--- src/rtl/date_pkg.sv ---
// Shared types and helpers for the date-setting controller: FSM state
// encoding, default year window, calendar lookup and BCD conversions.
package date_pkg;

  typedef enum logic [2:0] {
    ST_IDLE      = 3'd0,
    ST_SET_YEAR  = 3'd1,
    ST_SET_MONTH = 3'd2,
    ST_SET_DAY   = 3'd3,
    ST_COMMIT    = 3'd4
  } state_e;

  localparam int YEAR_MIN_DEF = 21;
  localparam int YEAR_MAX_DEF = 48;

  // Month length; within 21..48 every year divisible by 4 is a leap year.
  function automatic logic [4:0] days_in_month(input logic [3:0] month,
                                               input logic [5:0] year);
    logic [4:0] md;
    case (month)
      4'd4, 4'd6, 4'd9, 4'd11: md = 5'd30;
      4'd2:                    md = ((year % 6'd4) == 6'd0) ? 5'd29 : 5'd28;
      default:                 md = 5'd31;
    endcase
    return md;
  endfunction

  // Two-digit binary (0..99) to packed BCD {tens, ones}.
  function automatic logic [7:0] bin2bcd2(input logic [6:0] v);
    return {4'(v / 7'd10), 4'(v % 7'd10)};
  endfunction

  // Packed two-digit BCD to binary.
  function automatic logic [6:0] bcd2bin2(input logic [7:0] b);
    return 7'(b[7:4]) * 7'd10 + 7'(b[3:0]);
  endfunction

endpackage

--- src/rtl/btn_debounce.sv ---
// Pushbutton conditioner: two-flop synchroniser, tick-sampled debounce
// that needs DEB_TICKS consecutive opposite samples to flip, and a
// one-clock press pulse on each rising edge of the debounced level.
module btn_debounce #(
  parameter int DEB_TICKS = 4
) (
  input  logic clk_i,
  input  logic rst_ni,
  input  logic tick_i,
  input  logic btn_raw_i,
  output logic press_o
);
  localparam int CW = $clog2(DEB_TICKS + 1);

  logic [1:0]    sync_q;
  logic          level_q, level_d, level_prev_q;
  logic [CW-1:0] cnt_q, cnt_d;

  // Count consecutive ticks that disagree with the current level.
  always_comb begin
    level_d = level_q;
    cnt_d   = cnt_q;
    if (tick_i) begin
      if (sync_q[1] != level_q) begin
        if (cnt_q == CW'(DEB_TICKS - 1)) begin
          level_d = ~level_q;
          cnt_d   = '0;
        end else begin
          cnt_d = cnt_q + 1'b1;
        end
      end else begin
        cnt_d = '0;
      end
    end
  end

  // Synchroniser, debounce state and edge-detect history.
  always_ff @(posedge clk_i or negedge rst_ni) begin
    if (!rst_ni) begin
      sync_q       <= 2'b00;
      level_q      <= 1'b0;
      level_prev_q <= 1'b0;
      cnt_q        <= '0;
    end else begin
      sync_q       <= {sync_q[0], btn_raw_i};
      level_q      <= level_d;
      level_prev_q <= level_q;
      cnt_q        <= cnt_d;
    end
  end

  assign press_o = level_q & ~level_prev_q;

endmodule

--- src/rtl/date_set_ctrl.sv ---
// Date edit controller: pauses the date counter, lets the user step the
// year, month and day with mode/inc/dec, and issues a one-clock load
// strobe with the packed BCD working date on commit.
module date_set_ctrl
  import date_pkg::*;
#(
  parameter int DEB_TICKS = 4,
  parameter int YEAR_MIN  = YEAR_MIN_DEF,
  parameter int YEAR_MAX  = YEAR_MAX_DEF
) (
  input  logic        clk_i,
  input  logic        rst_ni,
  input  logic        tick_i,
  input  logic        btn_mode_i,
  input  logic        btn_inc_i,
  input  logic        btn_dec_i,
  input  logic [23:0] cur_date_i,
  output logic [23:0] set_date_o,
  output logic        load_o,
  output logic        editing_o,
  output logic [1:0]  edit_field_o
);
  localparam logic [5:0] YMIN = 6'(YEAR_MIN);
  localparam logic [5:0] YMAX = 6'(YEAR_MAX);

  logic [2:0] raw_btn;
  logic [2:0] press;
  logic       mode_p, inc_p, dec_p;

  state_e     state_q, state_d;
  logic [5:0] year_q, year_d;
  logic [3:0] month_q, month_d;
  logic [4:0] day_q, day_d;
  logic [4:0] max_cur;

  assign raw_btn = {btn_dec_i, btn_inc_i, btn_mode_i};

  // One debouncer per button: bit 0 mode, bit 1 inc, bit 2 dec.
  for (genvar gi = 0; gi < 3; gi++) begin : g_btn
    btn_debounce #(.DEB_TICKS(DEB_TICKS)) u_deb (
      .clk_i     (clk_i),
      .rst_ni    (rst_ni),
      .tick_i    (tick_i),
      .btn_raw_i (raw_btn[gi]),
      .press_o   (press[gi])
    );
  end

  // Mode overrides everything; inc together with dec cancels out.
  assign mode_p = press[0];
  assign inc_p  = press[1] & ~press[2] & ~press[0];
  assign dec_p  = press[2] & ~press[1] & ~press[0];

  assign max_cur = days_in_month(month_q, year_q);

  // Next state and field arithmetic, with day clamped after year/month edits.
  always_comb begin
    state_d = state_q;
    year_d  = year_q;
    month_d = month_q;
    day_d   = day_q;
    case (state_q)
      ST_IDLE: begin
        if (mode_p) begin
          year_d  = 6'(bcd2bin2(cur_date_i[23:16]));
          month_d = 4'(bcd2bin2(cur_date_i[15:8]));
          day_d   = 5'(bcd2bin2(cur_date_i[7:0]));
          state_d = ST_SET_YEAR;
        end
      end
      ST_SET_YEAR: begin
        if (mode_p)     state_d = ST_SET_MONTH;
        else if (inc_p) year_d  = (year_q >= YMAX) ? YMIN : year_q + 6'd1;
        else if (dec_p) year_d  = (year_q <= YMIN) ? YMAX : year_q - 6'd1;
      end
      ST_SET_MONTH: begin
        if (mode_p)     state_d = ST_SET_DAY;
        else if (inc_p) month_d = (month_q >= 4'd12) ? 4'd1 : month_q + 4'd1;
        else if (dec_p) month_d = (month_q <= 4'd1) ? 4'd12 : month_q - 4'd1;
      end
      ST_SET_DAY: begin
        if (mode_p)     state_d = ST_COMMIT;
        else if (inc_p) day_d   = (day_q >= max_cur) ? 5'd1 : day_q + 5'd1;
        else if (dec_p) day_d   = (day_q <= 5'd1) ? max_cur : day_q - 5'd1;
      end
      ST_COMMIT: state_d = ST_IDLE;
      default:   state_d = ST_IDLE;
    endcase
    if ((state_q == ST_SET_YEAR || state_q == ST_SET_MONTH) &&
        day_q > days_in_month(month_d, year_d)) begin
      day_d = days_in_month(month_d, year_d);
    end
  end

  // State and working-date registers; reset discards any edit in progress.
  always_ff @(posedge clk_i or negedge rst_ni) begin
    if (!rst_ni) begin
      state_q <= ST_IDLE;
      year_q  <= YMIN;
      month_q <= 4'd1;
      day_q   <= 5'd1;
    end else begin
      state_q <= state_d;
      year_q  <= year_d;
      month_q <= month_d;
      day_q   <= day_d;
    end
  end

  // Outputs decoded from the state register only, so load cannot glitch.
  always_comb begin
    load_o       = 1'b0;
    editing_o    = 1'b0;
    edit_field_o = 2'b00;
    case (state_q)
      ST_SET_YEAR:  begin editing_o = 1'b1; edit_field_o = 2'b01; end
      ST_SET_MONTH: begin editing_o = 1'b1; edit_field_o = 2'b10; end
      ST_SET_DAY:   begin editing_o = 1'b1; edit_field_o = 2'b11; end
      ST_COMMIT:    load_o = 1'b1;
      default:      ;
    endcase
  end

  assign set_date_o = {bin2bcd2(7'(year_q)), bin2bcd2(7'(month_q)),
                       bin2bcd2(7'(day_q))};

endmodule

--- config.mk ---
export PLATFORM = sky130hd
export DESIGN_NAME = date_set_ctrl
export DESIGN_NICKNAME = d
export VERILOG_FILES = /design/src/rtl/date_pkg.sv /design/src/rtl/btn_debounce.sv /design/src/rtl/date_set_ctrl.sv
export SDC_FILE = /design/constraint.sdc
export NUM_CORES = 1
export LEC_CHECK = 0
export ABC_AREA = 1
export ABC_CLOCK_PERIOD_IN_PS = 3990
export BUFFER_PORTS_ARGS = -buffer_cell sky130_fd_sc_hd__buf_2
export CAP_MARGIN = 20
export CORE_MARGIN = 1.5
export CORE_UTILIZATION = 54
export DETAILED_ROUTE_END_ITERATION = 12
export GPL_TIMING_DRIVEN = 1
export MAX_ROUTING_LAYER = met4
export PLACE_DENSITY = 0.85
export SLEW_MARGIN = 20
export SYNTH_ARGS = -nofsm -noshare
export SYNTH_HDL_FRONTEND = slang
export SYNTH_HIERARCHICAL = 1
export SYNTH_SLANG_ARGS = --single-unit
--- constraint.sdc ---
create_clock -name clk_i -period 3.99 [get_ports clk_i]
set_clock_uncertainty 0.15 [all_clocks]
set_input_delay 0.5985 -clock clk_i [delete_from_list [all_inputs] [get_ports clk_i]]
set_output_delay 0.5985 -clock clk_i [all_outputs]
set_load 0.05 [all_outputs]
==> flow_summary_export.csv, run 1 <==
group,metric,value,unit
timing,finalCritPeriodShare,95.4,%
timing,min_period,3.81,ns
finish,final_cell_mix,"nand2_1 (155), inv_1 (69), nand3_1 (49)",
timing,worstMarginPinSlew,0.875,ns
grt,grt_pass1_wl,15400,um
drt,post_drt_wl_per_cell,12.5,um
worst_hold_path,holdCritPathClass,"reg2reg",
logic_synthesis,synth_top_family_by_area,"simple AND/OR/NAND/NOR gates",
outcome,status,"complete, no violations",
setup_path,cp_cell_sequence,"inv_2 > ha_1 > o21ai_4 > inv_2 > nand2_1 > nand3_2 > o21ai_2 > nand3_1 > nand2_1 > inv_1 > ha_1 > nand3b_2 > nand3_2 > nand2_1 > nand2_1 > clkbuf_4",
setup_path,crit_top_cell,"nand2_1",
grt,grt_usage,22.8,%
finish,multi_input_area,2670,um2
timing,hold_viol,0,
die,core_area,7290,um2
finish,final_common_cell,"nand2_1",
die,fp.dieArea,8080,um2
logic_synthesis,seq_area_frac_synth,24.1,%
timing,fmax,263,MHz
logic_synthesis,synth_cell_types,51,
finish,syn_to_final_growth,10.1,%
die,initial_utilization,55.9,%
cts,cts_buffers,5,
logic_synthesis,synth_xor_area_share,5.15,%
logic_synthesis,yosysWarnings,6,
timing,drv_slew,0,
setup_path,crit_cells,16,
placed_design,routabilityCongestion,0.955,
grt,grt_max_degree,40,
timing,slew_headroom,41.7,%
placed_design,pre_cts_ws,0.234,ns
setup_path,worst-path-buf-inv,4,
setup_path,crit_family,"simple AND/OR/NAND/NOR gates",
cts,cts_hold_buffers,0,
drt,antenna_left,0,
setup_path,r2r-end,"day_q[4]",
placed_design,port_buffers,50,
cts,cts_tree,"built",
setup_path,worstSetupStartpointType,"flop",
logic_synthesis,synthMuxAreaShare,0.245,%
cts,cts_root_buf,"clkbuf_8",
setup_path,r2r_start,"g_btn[0].u_deb/level_q",
drt,wl,9060,um
cts,cts_buffer_depth,2,
grt,grt_pass1_vias,3754,
drt,vias,3905,
setup_path,required,3.24,ns
logic_synthesis,synth_seq_cells,39,
die,die_w,89.9,um
drt,dr.pass1.iters,5,
logic_synthesis,synth_cells,576,
setup_path,rr_worst_depth,24,
drt,drc,0,
setup_path,critPathMaxFanout,8,
logic_synthesis,synth-adder-area-share,14.7,%
drt,vias_per_cell,5.39,
finish,fillers,650,
setup_path,path_class,"reg2out",
logic_synthesis,syn_area,4080,um2
setup_path,crit_path_end_kind,"primary output",
finish,regArea,982,um2
setup_path,critPathLaunch,"year_q[4]",
die,die_h,89.9,um
drt,drtIter0Drc,194,
logic_synthesis,yosys.area_share.simple,32.4,%
grt,grt-ovfl-total,0,
cts,htreeDepth,2,
placed_design,post-dp-hpwl,7100,um
cts,clk_pin_slew,0.08,ns
die,ios,58,
timing,final-setup-viol-count,0,
logic_synthesis,synth_compound_area_share,12.3,%
finish,antenna_cells,0,
setup_path,crit_end,"set_date_o[17]",
logic_synthesis,avgSynthCellArea,7.08,um2
setup_path,cpPeakStageDelay,0.63,ns
cts,cts.sinks,39,
timing,fin_ws,0.183,ns
cts,clk_latency,0.29,ns
finish,drive_above_1_share,19.3,%
setup_path,cp.arrival,3.06,ns
die,fp-row-count,31,
grt,grt_antenna_before_repair,0,
finish,fin_nets,701,
setup_path,crit_slowest_cell,"dfstp_2",
setup_path,reg2reg_slack,0.41,ns
job,cap_violations,0,
[final cells by class]
cell class / instances / area share (%)
Tap cell: 99 / 2.76
Clock buffer: 5 / 1.53
Multi-Input combinational cell: 443 / 59.5
Sequential cell: 39 / 21.9
Inverter: 81 / 6.77
Clock inverter: 3 / 0.975
Timing Repair Buffer: 55 / 6.58
[worst register-to-register path, stage by stage (launching register included)]
cell and delay [ns]:
dfrtp_1 0.40, inv_1 0.09, nor2_1 0.04, buf_4 0.17
inv_2 0.10, nand3_4 0.18, inv_1 0.28, nand2_1 0.09
o21ai_1 0.09, nand2_1 0.07, nand3_1 0.08, nand2_1 0.10
inv_1 0.08, nor2_1 0.05, nor2_1 0.17, nand2_2 0.08
ha_1 0.18, inv_1 0.05, a21oi_1 0.06, nor3_1 0.21
nand3_2 0.17, a22oi_4 0.20, nand2_1 0.14, nor2_1 0.13
a22oi_1 0.08
[through the flow]
step	hold slack (ns)	TNS, ns	instances	utilization, %	cell area [um2]
2_1_floorplan	0.153	0	581	-	4100
3_3_place_gp	0.182	0	715	59.6	4350
3_5_place_dp	0.196	0	715	59.6	4350
4_1_cts	0.214	0	723	61.2	4460
5_1_grt	0.218	-0.00439	725	61.6	4490
6_report	0.213	0	725	61.6	4490
[logic make-up (layout without fill, tap and decap cells)]
family          count (synthesis)  after routing
compound gates                 78             78
buf+inv                        99            144
xor+xnor                       24             24
simple gates                  288            288
other cells                     1              6
flops                          39             39
fa+ha+maj                      46             46
mux                             1              1
[routing by layer]
metal | routed length [um] | vias to the layer above | track usage, % | part of all wire, %
li1 | - | 1943 | - | -
met1 | 3930 | 1804 | 26.8 | 43
met2 | 4520 | 141 | 41.0 | 50
met3 | 464 | 17 | 2.54 | 5.1
met4 | 136 | 0 | 6.75 | 1.5
met5 | 0 | - | - | 0
[cells in the mapped netlist (all sizes together)]
library cell / number / share of area (%)
a211oi: 2 / 0.68
a21boi: 3 / 0.55
a21o: 1 / 0.18
a21oi: 26 / 3.7
a22oi: 3 / 0.89
a311oi: 1 / 0.21
a31oi: 2 / 0.31
and2: 1 / 0.15
buf: 16 / 3.3
clkbuf: 2 / 0.21
conb: 1 / 0.092
dfrtp: 34 / 21
dfstp: 5 / 3.2
fa: 3 / 1.5
ha: 43 / 13
inv: 81 / 7.5
mux2i: 1 / 0.25
nand2: 161 / 15
nand3: 57 / 8.2
nand3b: 3 / 0.64
nand4: 8 / 1.4
nor2: 51 / 5.8
nor3: 4 / 0.49
o211ai: 2 / 0.37
o21a: 1 / 0.18
o21ai: 29 / 3.7
o21bai: 2 / 0.37
o22ai: 2 / 0.31
o311ai: 1 / 0.21
o31ai: 2 / 0.37
o41ai: 1 / 0.21
or2: 3 / 0.46
xnor2: 8 / 1.7
xor2: 16 / 3.4
[worst min path at each step]
stage | slack, ns | start | endpoint | cells past startpoint
after floorplan | 0.15 | rst_ni | day_q[1] | 0
after global placement | 0.18 | g_btn[1].u_deb/sync_q[0] | g_btn[1].u_deb/sync_q[1] | 0
after detailed placement | 0.20 | g_btn[0].u_deb/sync_q[0] | g_btn[0].u_deb/sync_q[1] | 0
after CTS | 0.21 | g_btn[0].u_deb/sync_q[0] | g_btn[0].u_deb/sync_q[1] | 0
after global routing | 0.22 | g_btn[1].u_deb/sync_q[0] | g_btn[1].u_deb/sync_q[1] | 0
final | 0.21 | g_btn[1].u_deb/sync_q[0] | g_btn[1].u_deb/sync_q[1] | 0
[flip-flops by register name (all words and copies together) (netlist names)]
register,cells
day_q,5
g_btn.u_deb/cnt_q,9
g_btn.u_deb/level_prev_q,3
g_btn.u_deb/level_q,3
g_btn.u_deb/sync_q,6
month_q,4
state_q,3
year_q,6
[repair_timing]
action                                  CTS  global route
gates resized for setup                   0             4
endpoints found under the setup margin    0             3
buffers inserted                          0             2
Power of run 1 is not shown: default switching activity piles up to over one toggle a cycle in this logic, so the estimate is an artifact.
==> run 2: changes to the inputs <==
Settings changed: ABC_AREA 1 to not set.
==> run 2 against run 1 <==
Effect of this change: hold slack got worse by 0.0078 ns; first-iteration DRC count is 31% higher; sequential cell count did not move; non-clock buffer count up 10; via count shrank 9.6%; setup slack got worse by 0.065 ns; register-to-register slack got worse by 0.14 ns.
==> flow_summary_export.csv, run 2 <==
group,metric,value,unit
logic_synthesis,synth_edf_count,0,
drt,wl,8770,um
drt,antenna_left,0,
cts,cts_root_buf,"clkbuf_8",
cts,cts.sinks,39,
job,cap_violations,0,
logic_synthesis,synth_cells,454,
logic_synthesis,avgSynthCellArea,8.36,um2
finish,antenna_cells,0,
finish,largest-register,"g_btn.u_deb/cnt_q",
timing,rsz0062_at_grt,"false",
setup_path,path_class,"reg2out",
finish,drive_above_1_share,20.3,%
drt,post_drt_wl_per_cell,14.7,um
logic_synthesis,ys_top_cells_by_area,"dfrtp_1 (22%), ha_1 (14%), xnor2_1 (5.1%)",
drt,drtIter0Drc,255,
finish,reg_top3,"g_btn.u_deb/cnt_q: 9 flops, g_btn.u_deb/sync_q: 6 flops, year_q: 6 flops",
logic_synthesis,yosysMostFrequentCell,"ha_1",
cts,cts_hold_buffers,0,
drt,vias,3532,
cts,cts_buffer_depth,2,
finish,largest_reg_flops,9,
grt,grt_antenna_before_repair,0,
setup_path,critPathMaxFanout,5,
die,die_h,86.8,um
setup_path,worst-path-buf-inv,3,
setup_path,crit_slowest_cell,"dfstp_2",
cts,cts_tree,"built",
worst_hold_path,holdPathStages,0,
logic_synthesis,synth_cell_types,64,
logic_synthesis,yosysTopAreaCell,"dfrtp_1",
drt,vias_per_cell,5.91,
grt,grt-ovfl-total,0,
setup_path,required,3.24,ns
grt,grt_usage,25.3,%
grt,grt_max_degree,40,
cts,post_cts_buffers,0,
worst_hold_path,holdCritPathClass,"reg2reg",
placed_design,routabilityCongestion,0.927,
cts,htreeDepth,2,
timing,worstMarginPinSlew,0.881,ns
logic_synthesis,yosysWarnings,6,
finish,fin_nets,577,
setup_path,cpPeakStageDelay,0.53,ns
timing,hold_viol,0,
setup_path,cp_cell_sequence,"inv_1 > ha_1 > or3_1 > a21oi_2 > or3_4 > a31o_4 > xnor2_4 > ha_4 > a311oi_2 > buf_4 > nor3_1 > o32ai_2 > buf_6",
placed_design,port_buffers,50,
die,die_w,86.8,um
cts,clk_pin_slew,0.08,ns
grt,grt_pass1_vias,3314,
timing,finalCritPeriodShare,97.0,%
finish,final_common_cell,"buf_2",
setup_path,crit_family,"compound AO/OA/AOI/OAI gates",
cts,cts_buffers,5,
die,fp-row-count,30,
logic_synthesis,syn_area,3800,um2
timing,fmax,258,MHz
outcome,status,"complete, no violations",
timing,final-setup-viol-count,0,
drt,drc,0,
logic_synthesis,synth_common_cells,"ha_1 (43), inv_1 (36), dfrtp_1 (34), o21ai_0 (32), nor2_1 (26)",
logic_synthesis,seq_area_frac_synth,25.9,%
timing,min_period,3.87,ns
grt,grt_pass1_wl,14900,um
finish,final_cell_mix,"buf_2 (48), ha_1 (41), inv_1 (36)",
die,fp.dieArea,7540,um2
placed_design,post-dp-hpwl,6590,um
setup_path,crit_cells,13,
finish,fillers,564,
die,ios,58,
setup_path,crit_path_end_kind,"primary output",
finish,syn_to_final_growth,14.7,%
die,core_area,6790,um2
cts,clk_latency,0.29,ns
drt,dr.pass1.iters,5,
timing,drv_slew,0,
setup_path,worstSetupStartpointType,"flop",
logic_synthesis,synth_top_area_share,22.4,%
logic_synthesis,async_reset_ff_share,100,%
logic_synthesis,synth_top_flop_cell,"dfrtp_1",
timing,tns,0,ns
setup_path,cp.arrival,3.12,ns
setup_path,rr_worst_depth,15,
timing,slew_headroom,41.3,%
die,initial_utilization,55.9,%
logic_synthesis,synth_seq_cells,39,
[run 2: cell types whose count changed after synthesis, moves of 8 or more]
cell / before / now
nand2_1: 155 / 25
inv_1: 69 / 36
nand3_1: 49 / 16
xnor2_1: 8 / 22
clkbuf_1: 1 / 14
nand2b_1: 0 / 13
nor2_1: 39 / 26
inv_2: 12 / 0
nor2b_1: 0 / 11
xor2_1: 16 / 6
nor2_2: 9 / 0
o21ai_0: 23 / 32
nor3_1: 4 / 12
[run 2: kinds of logic (layout without fill, tap and decap cells)]
| family | count (synthesis) | in the layout | share of synthesized area [%] |
|---|---|---|---|
| xor+xnor | 28 | 28 | 6.46 |
| mux | 8 | 8 | 2.24 |
| other cells | 1 | 6 | 0.0988 |
| compound gates | 133 | 133 | 23.0 |
| fa+ha+maj | 46 | 46 | 15.8 |
| buf+inv | 67 | 110 | 8.04 |
| simple gates | 132 | 132 | 18.5 |
| flops | 39 | 39 | 25.9 |
[run 2: cell type report]
cell class	count	area, um2	share of cell area [%]
sequential	39	982	22.6
clock inverter	1	7.51	0.172
inverter	37	139	3.19
multi-input combinational	353	2640	60.5
tap	96	120	2.76
timing repair buffer	65	375	8.62
clock buffer	7	96.3	2.21
[run 2: path summary, 6_finish.rpt]
path                       slack (ns)                startpoint                  endpoint
hold / removal                   0.20  g_btn[0].u_deb/sync_q[0]  g_btn[0].u_deb/sync_q[1]
setup / recovery                 0.12                 year_q[0]            set_date_o[18]
max in group asynchronous        2.86                    rst_ni                state_q[2]
setup reg to reg                 0.27    g_btn[2].u_deb/level_q                  day_q[0]
hold reg to reg                  0.20  g_btn[0].u_deb/sync_q[0]  g_btn[0].u_deb/sync_q[1]
min in group asynchronous        0.28                    rst_ni   g_btn[1].u_deb/cnt_q[0]
[run 2: timing repair]
| item | 4_1_cts | 5_1_grt |
|---|---|---|
| pin swaps | 0 | 1 |
| setup endpoints to repair | 2 | 4 |
| gates cloned | 0 | 0 |
| resized for setup | 4 | 11 |
[run 2: routing by layer]
layer	global-route usage [%]	share of wire, %	up-vias
met5	-	0	-
met4	9.68	2.2	0
met3	3.33	5.4	21
met2	40.0	48	139
met1	32.9	45	1667
li1	-	-	1705
[run 2: stage by stage]
stage / hold WS (ns) / worst slack (ns) / instances / cell area [um2] / util, %
6_report: 0.205 / 0.118 / 598 / 4360 / 64.1
5_1_grt: 0.209 / 0.0144 / 598 / 4360 / 64.1
4_1_cts: 0.208 / 0.00955 / 598 / 4310 / 63.4
3_5_place_dp: 0.190 / 0.182 / 590 / 4190 / 61.7
3_3_place_gp: 0.183 / 0.311 / 590 / 4190 / 61.7
2_1_floorplan: 0.153 / 0.00890 / 459 / 3870 / -
Power of run 2 is left out for the same reason.
==> run 3: changes to the inputs <==
Settings changed: ABC_CLOCK_PERIOD_IN_PS 3990 to 4500, REMOVE_ABC_BUFFERS set to 1.
Clock period 3.99 ns to 4.5 ns, I/O delays scaled along.
==> run 3 against run 2 <==
Effect of this change: sequential cell count unchanged; first-iteration DRC count increased by 34%; register-to-register slack improved by 0.25 ns; sequential share of layout area increased by 1.2 points.
==> flow_summary_export.csv, run 3 (synthesized netlist as in run 2, its figures left out) <==
group,metric,value,unit
timing,drv_slew,0,
timing,hold_viol,0,
cts,cts_buffer_depth,2,
placed_design,routabilityCongestion,0.914,
die,initial_utilization,55.9,%
die,fp.dieArea,7540,um2
die,die_w,86.8,um
job,cap_violations,0,
setup_path,crit_path_end_kind,"primary output",
finish,final_common_cell,"buf_2",
finish,largest-register,"g_btn.u_deb/cnt_q",
finish,syn_to_final_growth,9.16,%
finish,largest_reg_flops,9,
setup_path,r2r-end,"day_q[0]",
setup_path,rr_worst_depth,14,
drt,drtIter0Drc,341,
setup_path,r2r_start,"g_btn[1].u_deb/level_q",
timing,tns,0,ns
timing,fmax,235,MHz
setup_path,worstSetupStartpointType,"flop",
drt,wl,8250,um
cts,cts_root_buf,"clkbuf_8",
grt,grt_pass1_vias,3224,
die,fp-row-count,30,
cts,cts.sinks,39,
die,ios,58,
timing,worstMarginPinSlew,0.985,ns
drt,vias_per_cell,5.82,
cts,clk_latency,0.30,ns
worst_hold_path,hold_end,"g_btn[0].u_deb/sync_q[1]",
placed_design,pre_cts_ws,0.348,ns
timing,min_period,4.25,ns
grt,grt_antenna_before_repair,0,
cts,clk_pin_slew,0.07,ns
timing,finalCritPeriodShare,94.5,%
die,die_h,86.8,um
grt,grt_max_degree,40,
setup_path,reg2reg_slack,0.52,ns
setup_path,cp.arrival,3.43,ns
cts,cts_buffers,5,
worst_hold_path,holdPathStages,0,
worst_hold_path,min_from,"g_btn[0].u_deb/sync_q[0]",
cts,htreeDepth,2,
drt,dr.pass1.iters,5,
die,core_area,6790,um2
timing,fin_ws,0.249,ns
finish,antenna_cells,0,
drt,drc,0,
finish,fin_nets,567,
drt,post_drt_wl_per_cell,14.0,um
grt,grt_pass1_wl,14300,um
drt,vias,3425,
setup_path,critPathMaxFanout,6,
drt,antenna_left,0,
finish,fillers,595,
setup_path,path_class,"reg2out",
timing,holdWs,0.200,ns
setup_path,required,3.67,ns
grt,grt-ovfl-total,0,
cts,cts_hold_buffers,0,
finish,final_cell_mix,"buf_2 (50), ha_1 (43), inv_1 (36)",
finish,fin_util,61.0,%
timing,slew_headroom,34.0,%
cts,cts_tree,"built",
worst_hold_path,holdCritPathClass,"reg2reg",
placed_design,post-dp-hpwl,6370,um
timing,final-setup-viol-count,0,
finish,drive_above_1_share,15.7,%
outcome,status,"complete, no violations",
finish,reg_top3,"g_btn.u_deb/cnt_q: 9 flops, g_btn.u_deb/sync_q: 6 flops, year_q: 6 flops",
placed_design,port_buffers,50,
grt,grt_usage,24.0,%
## run 3: cell types whose count changed in the layout (fill, tap and decap cells not counted), sizes merged
cell and delta:
clkinvlp -1, clkinv +1, buf -10
## run 3: timing repair
action	4_1_cts	5_1_grt
endpoints found under the setup margin	0	3
buffers inserted	0	2
resized for setup	0	1
## run 3: worst max-delay path, stage by stage (launching register included)
cell	delay, ns
dfstp_2	0.58
inv_1	0.11
ha_1	0.24
o21ai_0	0.24
nor2_1	0.10
or3_1	0.35
a31o_2	0.27
xnor2_1	0.24
ha_1	0.26
a311oi_2	0.07
a211o_1	0.28
xnor2_1	0.12
buf_2	0.27
## run 3: per-layer routing
layer  wire (um)  up-vias  share of wire [%]  global-route usage (%)
met5           0        -                  0                       -
met4         165        0                2.0                    8.80
met3         413       12                5.0                    2.38
met2        4000      100                 48                    39.3
met1        3670     1627                 44                    31.0
li1            -     1686                  -                       -
## run 3: through the flow
step / cell area, um2 / std cells
after detailed placement: 4040 / 578
after CTS: 4120 / 586
final: 4140 / 588
after floorplan: 3650 / 429
after global routing: 4140 / 588
after global placement: 4040 / 578
## run 3: worst max-delay path by stage
| stage | slack, ns | depth (start not counted) | startpoint | end |
|---|---|---|---|---|
| 2_1_floorplan | -0.31 | 11 | year_q[0] | set_date_o[17] |
| 3_3_place_gp | 0.43 | 12 | year_q[4] | set_date_o[17] |
| 3_5_place_dp | 0.35 | 12 | year_q[4] | set_date_o[17] |
| 4_1_cts | 0.02 | 12 | year_q[4] | set_date_o[17] |
| 5_1_grt | -0.01 | 12 | year_q[4] | set_date_o[17] |
| 6_report | 0.25 | 12 | year_q[4] | set_date_o[17] |
## run 3: final cells by class
class / instances / area, um2 / share of cell area (%)
clock inverter: 1 / 5.00 / 0.121
sequential: 39 / 982 / 23.7
multi-input combinational: 353 / 2530 / 61.1
inverter: 37 / 139 / 3.35
timing repair buffer: 55 / 288 / 6.94
tap: 96 / 120 / 2.90
clock buffer: 7 / 76.3 / 1.84
Power of run 3 is left out for the same reason.
